--- src/rtl/hci_tcdm_bank_ctrl.sv ---
// Memory-side controller for one TCDM bank: grants requests to a 1-cycle SRAM,
// returns responses one cycle later and runs test-and-set as a read then a 1s write.
module hci_tcdm_bank_ctrl #(
  parameter int unsigned AW = 10,
  parameter int unsigned DW = 32,
  parameter int unsigned BW = 8,
  parameter int unsigned IW = 20
) (
  input  logic               clk_i,
  input  logic               rst_i,
  input  logic               req_i,
  output logic               gnt_o,
  input  logic [AW-1:0]      add_i,
  input  logic               wen_i,
  input  logic               ts_i,
  input  logic [DW-1:0]      data_i,
  input  logic [DW/BW-1:0]   be_i,
  input  logic [IW-1:0]      id_i,
  output logic               r_valid_o,
  output logic [DW-1:0]      r_data_o,
  output logic [IW-1:0]      r_id_o,
  output logic               mem_req_o,
  output logic               mem_we_o,
  output logic [AW-1:0]      mem_addr_o,
  output logic [DW-1:0]      mem_wdata_o,
  output logic [DW/BW-1:0]   mem_be_o,
  input  logic [DW-1:0]      mem_rdata_i
);

  typedef enum logic {IDLE, TS_WR} state_t;

  state_t          state_q, state_d;
  logic [AW-1:0]   ts_addr_q, ts_addr_d;
  logic            r_valid_q, r_valid_d;
  logic            is_read_q, is_read_d;
  logic [IW-1:0]   r_id_q, r_id_d;
  logic [DW-1:0]   r_data_q, r_data_d;
  logic            grant;

  // State register
  always_ff @(posedge clk_i) begin
    if (rst_i) state_q <= IDLE;
    else       state_q <= state_d;
  end

  // Next-state logic
  always_comb begin
    state_d = state_q;
    case (state_q)
      IDLE:    if (req_i && wen_i && ts_i) state_d = TS_WR;
      TS_WR:   state_d = IDLE;
      default: state_d = IDLE;
    endcase
  end

  // Output logic: gnt_o is kept free of any SRAM-side input
  always_comb begin
    gnt_o       = 1'b0;
    mem_req_o   = 1'b0;
    mem_we_o    = 1'b0;
    mem_addr_o  = add_i;
    mem_wdata_o = data_i;
    mem_be_o    = be_i;
    case (state_q)
      IDLE: begin
        gnt_o     = ~rst_i;
        mem_req_o = req_i & ~rst_i;
        mem_we_o  = ~wen_i;
      end
      TS_WR: begin
        mem_req_o   = ~rst_i;
        mem_we_o    = 1'b1;
        mem_addr_o  = ts_addr_q;
        mem_wdata_o = '1;
        mem_be_o    = '1;
      end
      default: ;
    endcase
  end

  assign grant = gnt_o & req_i;

  always_comb begin
    ts_addr_d = ts_addr_q;
    is_read_d = is_read_q;
    r_id_d    = r_id_q;
    r_valid_d = grant;
    if (grant) begin
      is_read_d = wen_i;
      r_id_d    = id_i;
      if (wen_i && ts_i) ts_addr_d = add_i;
    end
  end

  // Response data is taken straight from the SRAM in the response cycle and held afterwards
  always_comb begin
    r_valid_o = r_valid_q & ~rst_i;
    r_data_d  = r_data_q;
    if (r_valid_o) r_data_d = is_read_q ? mem_rdata_i : '0;
    r_data_o  = r_data_d;
    r_id_o    = r_id_q;
  end

  always_ff @(posedge clk_i) begin
    if (rst_i) begin
      r_valid_q <= 1'b0;
      r_id_q    <= '0;
      r_data_q  <= '0;
    end else begin
      r_valid_q <= r_valid_d;
      r_id_q    <= r_id_d;
      r_data_q  <= r_data_d;
    end
  end

  always_ff @(posedge clk_i) begin
    ts_addr_q <= ts_addr_d;
    is_read_q <= is_read_d;
  end

endmodule
--- config.mk ---
export PLATFORM = sky130hd
export DESIGN_NAME = hci_tcdm_bank_ctrl
export DESIGN_NICKNAME = d
export VERILOG_FILES = /design/src/rtl/hci_tcdm_bank_ctrl.sv
export SDC_FILE = /design/constraint.sdc
export NUM_CORES = 1
export LEC_CHECK = 0
export CORE_ASPECT_RATIO = 0.7
export CORE_UTILIZATION = 38
export CTS_CLUSTER_DIAMETER = 200
export DETAILED_ROUTE_END_ITERATION = 16
export PLACE_DENSITY_LB_ADDON = 0.1
export SYNTH_ARGS = -nofsm -noshare
export SYNTH_HDL_FRONTEND = slang
export SYNTH_SLANG_ARGS = --single-unit
--- constraint.sdc ---
create_clock -name clk_i -period 2 [get_ports clk_i]
set_clock_uncertainty 0.15 [all_clocks]
set_input_delay 0.4 -clock clk_i [delete_from_list [all_inputs] [get_ports clk_i]]
set_output_delay 0.4 -clock clk_i [all_outputs]
set_load 0.005 [all_outputs]
==> results of run 1 <==
[logic make-up after synthesis]
group,Yosys count,share of synthesized area [%]
AOI/OAI and AO/OA,84,14.91
buffers and inverters,68,10.78
DFF,65,42.06
muxes,10,4.474
and+or+nand+nor,118,27.78
[stage by stage]
step	hold slack [ns]	utilization, %
2_1_floorplan	0.2794	-
3_3_place_gp	0.2885	68.53
3_5_place_dp	0.2955	68.53
4_1_cts	0.3038	73.03
5_1_grt	0.3247	73.97
6_report	0.2977	73.97
[worst paths after layout]
path                      startpoint                      end
max              is_read_q$_DFFE_PP_             r_data_o[23]
max reg2reg       state_q$_SDFF_PP0_   r_id_o[8]$_SDFFE_PP0P_
min reg2reg  r_data_q[27]$_SDFF_PP0_  r_data_q[27]$_SDFF_PP0_
min          r_data_q[27]$_SDFF_PP0_  r_data_q[27]$_SDFF_PP0_
[critical path, delay by kind of cell, from the launching register on]
family	cells	cell delay, ns
flops	1	0.39
simple gates	1	0.11
compound gates	1	0.08
buf+inv	3	0.59
[report_power, final]
group	total (mW)	internal (mW)	leakage [nW]	switching, mW
clock network	1.35	0.829	0.130	0.525
registers	1.40	1.38	0.543	0.0234
logic	0.775	0.509	1.92	0.267
total	3.54	2.72	2.60	0.815
[area by class of cell]
type | instances | area (um2) | share of cell area (%)
Timing Repair Buffer | 295 | 2761 | 43.85
Multi-Input combinational cell | 212 | 1590 | 25.25
Sequential cell | 65 | 1419 | 22.53
Clock buffer | 12 | 236.5 | 3.755
Tap cell | 120 | 150.1 | 2.384
Inverter | 32 | 120.1 | 1.907
Clock inverter | 4 | 20.02 | 0.3179
[flip-flops by register name (all words and copies together) (netlist names)]
signal,flops
r_valid_q,1
ts_addr_q,10
state_q,1
is_read_q,1
r_id_o,20
r_data_q,32
[cell usage in the layout, fill, tap and decap left out, drive strengths merged, types with 3 or more instances in the layout]
| cell type | Yosys | final |
|---|---|---|
| or2 | 36 | 36 |
| o31ai | 32 | 32 |
| nand4bb | 20 | 20 |
| inv | 32 | 32 |
| clkinv | 0 | 4 |
| dlygate4sd2 | 0 | 19 |
| clkbuf | 13 | 37 |
| o21ai | 52 | 52 |
| clkdlybuf4s50 | 0 | 121 |
| clkdlybuf4s15 | 0 | 24 |
| nand4b | 32 | 32 |
| nand2b | 21 | 21 |
| mux2 | 10 | 10 |
| edfxtp | 11 | 11 |
| nor2 | 3 | 3 |
| dfxtp | 54 | 54 |
| buf | 23 | 104 |
[routing by layer]
layer / up-vias / track usage, % / routed length [um]
li1: 1775 / - / -
met4: 0 / 5.195 / 65
met1: 1660 / 31.51 / 5153
met2: 115 / 38.06 / 5331
met5: - / 0 / 0
met3: 10 / 7.245 / 795
[what timing repair did]
item	in CTS	in global routing
resized for setup	154	79
buffers inserted	7	18
cloned	6	2
pin swaps	0	21
endpoints found under the setup margin	82	57
==> key figures, run 1 <==
Logic synthesis
  – Fraction of post-synthesis cell area in the top cell type by area: 32.21%
  – Cell type with the largest total area after synthesis: sky130_fd_sc_hd__dfxtp_1
  – Share of the yosys chip area belonging to registers: 42.06%
  – Synth Register Bits: 65
  – Combined area of all synthesized cells: 0.003356 mm2
  – Number of warning messages in the yosys log: 0
  – Most common cell in the netlist: sky130_fd_sc_hd__dfxtp_1
  – Post-synth EDFFs: 11
  – Number of standard cells after synthesis: 345
  – Ys async rst share: 0%
  – Average instance area after synthesis: 9.727 um2
  – Main flop type after synthesis: sky130_fd_sc_hd__dfxtp_1
  – Most instantiated cells after synthesis: 54 x sky130_fd_sc_hd__dfxtp_1, 41 x sky130_fd_sc_hd__o21ai_0, 36 x sky130_fd_sc_hd__or2_2
  – Number of distinct standard cells referenced by the synthesized netlist: 24
  – Post-Syn Nets: 448
  – Leading cell types by total area after synthesis: sky130_fd_sc_hd__dfxtp_1 32%, sky130_fd_sc_hd__edfxtp_1 9.8%, sky130_fd_sc_hd__nand4b_1 8.4%, sky130_fd_sc_hd__o31ai_1 7.2%, sky130_fd_sc_hd__nand4bb_1 6.7%

Critical path
  – Worst-path fanout max: 16
  – Critical-path cell list: buf_4, buf_16, nand4b_1, o21ai_1, dlygate4sd2_1
  – Kind of end point of the critical path: output port
  – CP required: 1.45 ns
  – CP Data Arrival Time: 1.49 ns
  – Peak per-stage delay on the critical path: 0.39 ns
  – R2R Setup Slk: 0.30 ns
  – Type of element launching the critical path: register
  – Worst R2R Path Depth: 6
  – Slowest stage cell on the critical path: sky130_fd_sc_hd__edfxtp_1
  – Critical path type: reg2out

Timing
  – Max Freq: 489.4 MHz
  – Setup slack of the critical path after layout: -0.04312 ns
  – Number of failing hold endpoints at the final stage: 0
  – Worst slew pin tran: 0.2578 ns
  – Total negative slack: -0.1486 ns
  – Unrepaired setup endpoints after global routing: yes
  – Number of pins with negative max-slew slack in the final report: 0
  – Final setup violating endpoints: 5
  – Remaining max-slew budget at the tightest pin: 82.67%
  – Minimum clock period: 2.043 ns
  – Final clock period utilization by the worst path: 102.2%

Routing
  – Detail-routed net length per standard cell: 15.33 um
  – Antenna Nets Post-Route: 0
  – Length of the first detailed-routing pass in iterations: 6
  – Routed wire length: 11,350 um
  – DRC: 0
  – Initial DRC count: 196
  – Average via count per standard cell: 4.811
  – Total via count in the routed design: 3,560

Min path
  – Hold Path Stages: 2
  – Worst hold-check path type: reg2reg

Layout
  – Post-layout instance area: 0.006297 mm2
  – Relative area change from synthesis to final layout: 87.66%
  – Antenna Cells: 0
  – Fin cells: 740
  – Final nets: 718
  – Proportion of layout cells with a drive suffix above 1: 31.29%
  – Layout fillers: 652

Global route
  – Maximum number of pins on one net before global-route repair: 57
  – Global route total overflow: 0
  – First-pass GRT wire length: 16,940 um
  – Vias in the first global route: 3,312
  – Global-route usage over all layers: 23.79%
  – Number of antenna violations at the first check in global routing: 0

Die
  – Die ar.: 0.009217 mm2
  – Number of placement rows: 28
  – Initial Util: 39.42%
  – Die span in y: 80.63 um
  – Horizontal die dimension: 114.3 um
  – I/O pin cnt: 205
  – Area inside the core boundary: 0.008513 mm2

CTS
  – Maximum level of the CTS H-tree: 3
  – Source-to-sink clock delay at the later pin of the worst-skew pair: 0.32 ns
  – Clock sink total: 65
  – Clock input transition at the sequential cells of the worst setup and hold paths: 0.05 ns
  – CTS buffer count: 9
  – Cell at the root of the clock tree: sky130_fd_sc_hd__clkbuf_16
  – Hold buffers post-CTS: 0
  – CTS tree: done
  – Largest buffer count on any clock path: 2

Placed design
  – GPL Wtd Cong: 0.7442
  – Port buffer count: 204
  – Post-DP HPWL: 7205 um
  – Number of placed instances, taps included: 692
  – Setup slack after placement: -0.1907 ns
  – Post-detailed-placement cell area: 0.005834 mm2

Pwr
  – Total power draw: 3.535 mW
  – Static Leak: 2.595 nW
  – Maximum VDD drop: 352.7 uV
  – Power per cell area: 561.4 mW/mm2

Flow run
  – Number of max-cap violations: 0

Run status
  – Violations in the final reports: negative setup slack
  – Outcome: finished, violations left
Power figures use the tool's default switching activity.
==> inputs of run 2 (changes only) <==
--- a/config.mk
+++ b/config.mk
@@ -9,7 +9,8 @@
 export CORE_UTILIZATION = 38
 export CTS_CLUSTER_DIAMETER = 200
 export DETAILED_ROUTE_END_ITERATION = 16
-export PLACE_DENSITY_LB_ADDON = 0.1
+export PLACE_DENSITY = 0.92
+export SKIP_LAST_GASP = 1
 export SYNTH_ARGS = -nofsm -noshare
 export SYNTH_HDL_FRONTEND = slang
 export SYNTH_SLANG_ARGS = --single-unit
==> run 2 against run 1 <==
Against the previous run: the flow still finishes with violations (negative setup slack); hold slack improved by 0.013 ns; clock-buffer cell count rose by 1; utilization rose by 0.88 points; critical path depth fell by 1; final area rose by 1.2%; largest power group is now clock.
==> key figures, run 2 (same netlist as run 1, synthesis figures left out) <==
Critical path
  – CP required: 1.45 ns (about the same)
  – Critical path type: reg2out
  – Slowest stage cell on the critical path: sky130_fd_sc_hd__clkdlybuf4s50_1
  – Worst-path fanout max: 7 (-9)
  – Type of element launching the critical path: register
  – Peak per-stage delay on the critical path: 0.53 ns (+0.14 ns)
  – Total stage count of the critical path: 4 (-1)
  – Launch point of the critical path: r_valid_q$_SDFF_PP0_
  – Number of buffers and inverters on the critical path: 2 (-1)
  – R2R Setup Slk: 0.07 ns (-0.23 ns)
  – Kind of end point of the critical path: output port
  – CP Data Arrival Time: 1.69 ns (+0.20 ns)
  – Startpoint of the lowest-slack register-to-register path: state_q$_SDFF_PP0_
  – Critical-path cell list: nor2b_4, buf_12, o21ai_0, clkdlybuf4s50_1
  – Worst reg2reg path endpoint: ts_addr_q[7]$_DFFE_PP_
  – Kind of cell with the highest combined delay on the critical path: buffers and inverters
  – Worst R2R Path Depth: 6 (unchanged)

Die
  – I/O pin cnt: 205 (unchanged)
  – Number of placement rows: 28 (unchanged)
  – Initial Util: 39.42% (unchanged)
  – Die span in y: 80.63 um (unchanged)
  – Horizontal die dimension: 114.3 um (unchanged)
  – Area inside the core boundary: 0.008513 mm2 (unchanged)
  – Die ar.: 0.009217 mm2 (unchanged)

Pwr
  – Static Leak: 2.838 nW (+9.4%)
  – Power per cell area: 588.0 mW/mm2 (+4.8%)
  – Maximum VDD drop: 426.0 uV (+21%)

Global route
  – Vias in the first global route: 3,509 (+5.9%)
  – Routing usage on met2: 40.18% (+2.1 points)
  – First-pass GRT wire length: 17,190 um (+1.5%)
  – Number of antenna violations at the first check in global routing: 0 (unchanged)
  – Global-route usage over all layers: 23.65% (-0.14 points)
  – Met1 Use GR: 31.09% (-0.41 points)
  – Most Crowded Layer GR: met2
  – Maximum number of pins on one net before global-route repair: 45 (-21%)
  – Met3 demand-to-capacity share in global routing: 4.302% (-2.9 points)
  – Global route total overflow: 0 (unchanged)

Flow run
  – Number of max-cap violations: 0 (unchanged)

Routing
  – Antenna Nets Post-Route: 0 (unchanged)
  – DRC: 0 (unchanged)
  – Total via count in the routed design: 3,585 (+0.70%)
  – Initial DRC count: 242 (+23%)
  – Average via count per standard cell: 4.871 (+1.2%)
  – Length of the first detailed-routing pass in iterations: 5 (-1)
  – Routed wire length: 12,000 um (+5.7%)
  – Detail-routed net length per standard cell: 16.30 um (+6.3%)

Layout
  – Flip-flop count of the largest register, all copies and words added: 32 (unchanged)
  – Commonest cells after routing, fill and taps aside: 127 x sky130_fd_sc_hd__clkdlybuf4s50_1, 67 x sky130_fd_sc_hd__buf_4, 52 x sky130_fd_sc_hd__dfxtp_1
  – Relative area change from synthesis to final layout: 89.90%
  – Core occupancy in the finished layout: 74.85% (+0.88 points)
  – Leading cell type in the layout, fill and taps excluded: sky130_fd_sc_hd__clkdlybuf4s50_1
  – Register ranked first by flip-flop count: r_data_q
  – Final nets: 714 (-0.56%)
  – Antenna Cells: 0 (unchanged)
  – Proportion of layout cells with a drive suffix above 1: 33.44% (+2.2 points)

CTS
  – CTS buffer count: 9 (unchanged)
  – Clock sink total: 65 (unchanged)
  – Largest buffer count on any clock path: 2 (unchanged)
  – Clock input transition at the sequential cells of the worst setup and hold paths: 0.05 ns (about the same)
  – Hold buffers post-CTS: 0 (unchanged)
  – Maximum level of the CTS H-tree: 3 (unchanged)
  – CTS tree: done
  – Source-to-sink clock delay at the later pin of the worst-skew pair: 0.31 ns (about the same)
  – Cell at the root of the clock tree: sky130_fd_sc_hd__clkbuf_16

Placed design
  – Port buffer count: 204 (unchanged)
  – GPL Wtd Cong: 0.7441 (about the same)
  – Post-DP HPWL: 7812 um (+8.4%)
  – Setup slack after placement: -0.3062 ns (-0.1154 ns)

Timing
  – Max Freq: 447.0 MHz (-8.7%)
  – Final setup violating endpoints: 20 (+15)
  – Remaining max-slew budget at the tightest pin: 81.30% (-1.4 points)
  – Tightest hold margin: 0.3103 ns (+0.01252 ns)
  – Total negative slack: -1.917 ns (-1.769 ns)
  – Setup slack of the critical path after layout: -0.2369 ns (-0.1938 ns)
  – Number of failing hold endpoints at the final stage: 0 (unchanged)
  – Unrepaired setup endpoints after global routing: yes
  – Minimum clock period: 2.237 ns (+0.1938 ns)
  – Worst slew pin tran: 0.2805 ns (+0.02271 ns)
  – Final clock period utilization by the worst path: 111.8% (+9.7 points)
  – Number of pins with negative max-slew slack in the final report: 0 (unchanged)

Min path
  – Worst hold-check path type: reg2reg
  – Worst Hold Endpoint: r_data_q[6]$_SDFF_PP0_
  – Startpoint of the tightest hold check path: r_data_q[6]$_SDFF_PP0_
  – Hold Path Stages: 2 (unchanged)

Run status
  – Violations in the final reports: negative setup slack
  – Outcome: finished, violations left
run 2: changes by cell type in the layout (fill, tap and decap cells not counted), moves of 6 or more:
cell | previous run | this run
sky130_fd_sc_hd__o21ai_1 | 32 | 24
sky130_fd_sc_hd__dlygate4sd2_1 | 19 | 10
sky130_fd_sc_hd__buf_4 | 73 | 67
sky130_fd_sc_hd__clkbuf_2 | 23 | 37
sky130_fd_sc_hd__o21ai_2 | 0 | 8
sky130_fd_sc_hd__clkdlybuf4s15_1 | 24 | 0
sky130_fd_sc_hd__dlymetal6s2s_1 | 0 | 20
sky130_fd_sc_hd__clkdlybuf4s50_1 | 121 | 127
run 2: worst register-to-register path: cells and delay by family, from the launching register on:
family	cells	cell delay, ns
buf+inv	4	0.70
flops	1	0.36
simple gates	2	0.44
run 2: cell type report:
cell class / count / area, um2
fillers: 612 / 2141
repair buffers: 291 / 2770
clock inverters: 3 / 40.04
clock buffers: 13 / 260.3
multi-input cells: 212 / 1613
flip-flops and latches: 65 / 1419
inverters: 32 / 120.1
well taps: 120 / 150.1
run 2: stage by stage:
| step | cell area [um2] | std cells | power (mW) |
|---|---|---|---|
| 6_report | 6372 | 736 | 3.747 |
| 5_1_grt | 6372 | 736 | 3.913 |
| 4_1_cts | 6230 | 715 | 3.741 |
| 3_5_place_dp | 5819 | 690 | 2.201 |
| 3_3_place_gp | 5819 | 690 | 2.177 |
| 2_1_floorplan | 3356 | 345 | 1.687 |
run 2: worst max-delay path by stage:
stage,slack (ns),to
5_1_grt,-0.31,r_data_o[27]
6_report,-0.24,r_data_o[27]
2_1_floorplan,0.30,ts_addr_q[0]$_DFFE_PP_
4_1_cts,-0.27,r_data_o[29]
3_3_place_gp,-0.29,mem_req_o
3_5_place_dp,-0.31,mem_req_o
run 2: power by group:
| part | internal [mW] | total [mW] | leakage, nW | switching, mW |
|---|---|---|---|---|
| clock network | 1.03 | 1.56 | 0.150 | 0.527 |
| logic | 0.509 | 0.786 | 2.15 | 0.277 |
| registers | 1.38 | 1.41 | 0.543 | 0.0244 |
run 2: routing by layer:
metal / vias to the layer above / share of wire [%]
met1: 1691 / 45
met4: 0 / 0.40
met5: - / 0
li1: 1756 / -
met2: 134 / 49
met3: 4 / 6.0
run 2: repair_timing:
action,4_1_cts,5_1_grt
gates resized for setup,78,136
pin swaps,0,8
buffers inserted,5,18
gates cloned,4,5
setup endpoints to repair,82,78
==> inputs of run 3 (changes only) <==
--- a/config.mk
+++ b/config.mk
@@ -9,6 +9,7 @@
 export CORE_UTILIZATION = 38
 export CTS_CLUSTER_DIAMETER = 200
 export DETAILED_ROUTE_END_ITERATION = 16
+export GPL_ROUTABILITY_DRIVEN = 0
 export PLACE_DENSITY = 0.92
 export SKIP_LAST_GASP = 1
 export SYNTH_ARGS = -nofsm -noshare
==> results of run 3 <==
No change in the layout: final DEF, timing and power equal those of run 2.
==> RTL edit 1: new RTL, config.mk and constraints of run 3 <==
`BW`: 8 -> 6.
--- a/src/rtl/hci_tcdm_bank_ctrl.sv
+++ b/src/rtl/hci_tcdm_bank_ctrl.sv
@@ -4,5 +4,5 @@
   parameter int unsigned AW = 10,
   parameter int unsigned DW = 32,
-  parameter int unsigned BW = 8,
+  parameter int unsigned BW = 6,
   parameter int unsigned IW = 20
 ) (
Interface: changed (resized be_i and mem_be_o); port bits go from 205 to 207. The function was not compared with the original's and may differ.
==> RTL edit 1 against run 3 <==
  * Power is 0.49% higher
  * Synthesized area grew 0.30%
  * Worst setup slack gained 0.0081 ns
  * Routed wire length is 10% higher
  * Highest routed layer unchanged
  * Maximum frequency rose by 0.36%
  * Sequential cell count unchanged
  * The run still ends with setup timing left
  * Design area is 1.7% higher
==> RTL edit 1: results (changes against run 3) <==
stage	metric	value	unit	change
route	via_per_inst	5.136		+5.4%
setup_path	cp_data_arrival_time	1.68	ns	
finish	regMostFlops	r_data_q		
outcome	violations	setup timing		
synthesis	synth_top_area_share	32.12	%	-0.096 points
sta	worst_slack	-0.2288	ns	+0.008081 ns
worst_hold_path	holdPathEnd	r_data_q[20]		
route	drtIter0Drc	185		-24%
setup_path	crit_path_max_fanout	6		-1
outcome	run_status	complete, but fails checks		
synthesis	ys_top_cells_by_area	dfxtp_1 (32%), edfxtp_1 (9.8%), nand4b_1 (8.3%)		
placement	portBuffers	206		+0.98%
synthesis	synth_edf_count	11		unchanged
finish	layout.nets	723		+1.3%
sta	finalSetupViolCount	40		+100%
route	vias	3821		+6.6%
synthesis	syn_area_per_cell	9.700	um^2	-0.28%
setup_path	reg2reg_from	r_valid_q		
finish	seq_area	1419	um^2	unchanged
synthesis	yosysSeqAreaShare	41.93	%	-0.13 points
placement	post-place-ws	-0.2150	ns	+0.09121 ns
synthesis	async_flop_share	0	%	unchanged
synthesis	ys_warn_count	0		unchanged
finish	nFillCells	575		-6.0%
synthesis	synth_compound_area_share	14.87	%	-0.044 points
synthesis	muxShareOfSynthArea	4.349	%	-0.12 points
placement	place_area	5739	um^2	-1.4%
placement	place_inst	681		-1.3%
pwr	p_leak	2.945	nW	+3.8%
finish	n_antenna_cell	0		unchanged
synthesis	yosys-top-cells-count	dfxtp_1 (54), o21ai_0 (36), or2_2 (36)		
global_route	gr-usage-all-layers	24.90	%	+1.3 points
clock_network	clkLatencyLatePin	0.31	ns	about the same
pwr	peakVddDrop	469.1	uV	+10%
setup_path	worstSetupEndpoint	r_data_o[18]		
synthesis	syn_nets	451		+0.67%
sta	tightestPinTransition	0.2824	ns	+0.001914 ns
global_route	grt_pass1_vias	3607		+2.8%
synthesis	synth.distinct_cells	26		+8.3%
route	wirelength	13.23	mm	+10%
setup_path	critPathLaunch	is_read_q		
setup_path	rrSetupSlack	0.06	ns	
sta	setup_tns	-2.389	ns	-0.4719 ns
finish	layout-drive-gt1-share	28.69	%	-4.8 points
placement	dpl.hpwl	8.272	mm	+5.9%
setup_path	r2r_end	r_data_q[1]		
global_route	grt_pass1_wl	17.82	mm	+3.7%
sta	max_freq	448.7	MHz	+0.36%
worst_hold_path	hold_path.startpoint	r_data_q[20]		
global_route	grt_max_degree	33		-27%
synthesis	synth_adder_area_share	0	%	unchanged
setup_path	rr_worst_depth	10		+4
global_route	grt_overflow	0		unchanged
RTL edit 1: changes by cell type in the layout (fill, tap and decap cells not counted), sizes merged:
cell / before / now
buf: 90 / 95
dlygate4sd2: 10 / 26
clkdlybuf4s50: 127 / 125
bufbuf: 2 / 0
dlymetal6s2s: 20 / 28
clkdlybuf4s15: 0 / 4
or2: 36 / 37
clkbuf: 55 / 33
RTL edit 1: routing by layer:
layer | GRT usage (%) | vias to the layer above | wire, um
li1 | - | 1778 | -
met1 | 27.35 | 1816 | 5072
met2 | 46.61 | 191 | 6785
met3 | 6.866 | 36 | 982
met4 | 8.701 | 0 | 390
met5 | 0 | - | 0
RTL edit 1: area by class of cell:
class	instances	area share [%]
Inverter	32	1.853
Tap cell	120	2.316
Clock inverter	3	0.6175
Timing Repair Buffer	298	44.92
Sequential cell	65	21.88
Clock buffer	13	3.860
Multi-Input combinational cell	213	24.55
RTL edit 1: per-stage QoR:
| stage | power [mW] | hold slack, ns |
|---|---|---|
| after global placement | 2.181 | 0.2883 |
| final | 3.765 | 0.3074 |
| after global routing | 3.909 | 0.3278 |
| after CTS | 3.738 | 0.3036 |
| after floorplan | 1.687 | 0.2794 |
| after detailed placement | 2.201 | 0.2944 |
RTL edit 1: where the power goes:
group | internal (mW) | total [mW] | switching [mW]
clock network | 0.996 | 1.55 | 0.550
logic | 0.528 | 0.813 | 0.285
registers | 1.38 | 1.41 | 0.0258
total | 2.90 | 3.77 | 0.861
RTL edit 1: kinds of logic after synthesis:
family	after synthesis
simple gates	119
mux	10
buf+inv	69
flops	65
compound gates	84
RTL edit 1: repair_timing:
action	CTS	global route
cloned	3	5
hold buffers	0	0
pin swaps	0	11
resized for setup	80	96
setup buffers	12	30
endpoints found under the setup margin	82	72
hold endpoints to repair	0	0
==> RTL edit 2: new RTL, settings of run 3 <==
Made on the original files. Take the reset off `r_data_q` and load it in a clocked block of its own.
--- a/src/rtl/hci_tcdm_bank_ctrl.sv
+++ b/src/rtl/hci_tcdm_bank_ctrl.sv
@@ -106,10 +106,12 @@
       r_valid_q <= 1'b0;
       r_id_q    <= '0;
-      r_data_q  <= '0;
     end else begin
       r_valid_q <= r_valid_d;
       r_id_q    <= r_id_d;
-      r_data_q  <= r_data_d;
     end
+  end
+
+  always_ff @(posedge clk_i) begin
+    r_data_q <= r_data_d;
   end
 
Behaviour: differs if rst_i is asserted again (counterexample within 4 cycles, from zero or initial values and one cycle with rst_i high); with rst_i held inactive, the same outputs for 10 cycles.
==> RTL edit 2 against run 3 <==
  * Sequential share of layout area rose by 1.3 points
  * Sequential cell count did not move
  * Design area fell by 5.7%
  * Routed wire length fell by 1.6%
  * Final cell count fell by 8.8%
  * Power rose by 4.7%
  * Worst setup slack improved by 0.081 ns
  * Synthesized area fell by 12%
  * Critical path depth rose by 3
  * The flow still finishes with violations (setup timing)
  * Via count fell by 10%
  * Critical endpoint is now r_data_o[3]
  * Combinational power rose by 64%
==> RTL edit 2: results (changes against run 3) <==
stage	metric	value	unit	change
outcome	run_status	complete, but fails checks		
outcome	violations	setup timing		
finish	n_antenna_cell	0		unchanged
synthesis	async_flop_share	0	%	unchanged
global_route	use_met1	29.47	%	-1.6 points
synthesis	synth.distinct_cells	21		-13%
worst_hold_path	hp-class	flip-flop to flip-flop		
route	via_per_inst	4.799		-1.5%
route	detail_route.wl_per_cell	17.59	um	+7.9%
finish	layout.nets	671		-6.0%
global_route	met2_usage	45.45	%	+5.3 points
route	drtIter0Drc	109		-55%
global_route	grt_overflow	0		unchanged
finish	regMostFlops	r_data_q		
sta	finalSetupViolCount	67		+240%
placement	portBuffers	204		unchanged
finish	nFillCells	471		-23%
clock_network	h-tree-depth	3		unchanged
synthesis	synth_ff_type	dfxtp_1		
pwr	p_leak	2.630	nW	-7.3%
clock_network	cts-root-buf	clkbuf_8		
setup_path	rr_worst_depth	9		+3
placement	dpl.hpwl	6.708	mm	-14%
global_route	grt_max_degree	45		unchanged
global_route	grt_pass1_wl	15.54	mm	-9.6%
synthesis	yosysSeqAreaShare	47.70	%	+5.6 points
route	drtPass1Iterations	4		-1
pwr	peakVddDrop	539.2	uV	+27%
sta	relSlewSlack	84.70	%	+3.4 points
setup_path	cp_data_arrival_time	1.61	ns	-0.08 ns
global_route	gr-usage-all-layers	25.96	%	+2.3 points
clock_network	clkTransAtPathRegs	0.06	ns	
worst_hold_path	hold_path_depth	2		unchanged
finish	largest_reg_flops	32		unchanged
synthesis	syn_nets	402		-10%
sta	worst_slack	-0.1562	ns	+0.08068 ns
global_route	grt_pass1_vias	3093		-12%
synthesis	synth_edf_count	11		unchanged
synthesis	ys_top_cells_by_area	dfxtp_1 (37%), edfxtp_1 (11%), mux2i_1 (11%)		
finish	layout-drive-gt1-share	40.31	%	+6.9 points
clock_network	numCtsBuffers	9		unchanged
global_route	met3_usage	9.410	%	+5.1 points
clock_network	clkLatencyLatePin	0.34	ns	+0.03 ns
synthesis	ys_warn_count	0		unchanged
pwr	internal_power	2.885	mW	-1.2%
synthesis	yosys-top-cells-count	dfxtp_1 (54), or2_2 (36), inv_1 (32), mux2i_1 (32), nand2_1 (32)		
setup_path	crit_path_max_fanout	7		unchanged
[RTL edit 2: changes by cell type after synthesis, moves of 2 or more]
cell / delta
o31ai_1: -32
o21ai_1: +9
mux2_4: -10
nand4bb_1: -3
nand2_1: +32
or4bb_1: +3
nand4b_1: -32
o21ai_0: -41
buf_6: -3
mux2_2: +9
buf_2: -8
buf_1: -2
mux2i_1: +32
[RTL edit 2: kinds of logic after synthesis]
group                  count (synthesis)  share of synthesized area, %
buffers and inverters                 54                         8.668
and+or+nand+nor                      118                         25.62
muxes                                 42                         14.63
DFF                                   65                         47.70
AOI/OAI and AO/OA                     20                         3.383
[RTL edit 2: layout make-up]
cell class,instances,area share (%)
well taps,98,2.040
inverters,32,1.998
clock inverters,4,0.7076
flip-flops and latches,65,23.54
repair buffers,280,43.10
multi-input cells,180,26.20
clock buffers,12,2.414
[RTL edit 2: worst paths after layout]
kind | startpoint | end | slack (ns)
setup / recovery | rst_i | r_data_o[3] | -0.16
hold / removal | r_data_q[31] | r_data_q[31] | 0.31
setup reg to reg | r_valid_q | r_data_q[28] | 0.21
hold reg to reg | r_data_q[31] | r_data_q[31] | 0.31
[RTL edit 2: power groups by stage]
| stage | registers [mW] | clock network [mW] | logic [mW] |
|---|---|---|---|
| after floorplan | 1.55 | 0 | 0.319 |
| after global routing | 1.55 | 1.17 | 1.37 |
| final | 1.54 | 1.10 | 1.29 |
| after CTS | 1.53 | 1.11 | 1.12 |
| after detailed placement | 1.56 | 0 | 1.00 |
| after global placement | 1.55 | 0 | 0.970 |
[RTL edit 2: timing repair]
item,in CTS,in global routing
gates resized for setup,266,81
gates cloned,4,2
setup buffers,45,13
pin swaps,0,0
setup endpoints to repair,82,56
[RTL edit 2: per-stage QoR]
| stage | std cells | setup slack, ns | TNS, ns | area (um^2) |
|---|---|---|---|---|
| after detailed placement | 592 | -0.6717 | -28.20 | 5144 |
| after CTS | 657 | -0.1786 | -3.736 | 5695 |
| after global placement | 592 | -0.6191 | -25.70 | 5144 |
| final | 671 | -0.1562 | -5.440 | 6012 |
| after global routing | 671 | -0.2022 | -9.204 | 6012 |
| after floorplan | 299 | 0.3691 | 0 | 2959 |
[RTL edit 2: routing by layer]
metal,wire length (um),vias up
met3,781,17
met5,0,-
met1,4735,1565
li1,-,1513
met4,222,0
met2,6061,125
[RTL edit 2: worst max-delay path: stages]
cell,delay [ns]
dlygate4sd2_1,0.27
nor2b_4,0.14
buf_12,0.15
buf_16,0.13
buf_8,0.12
mux2i_2,0.22
buf_2,0.16
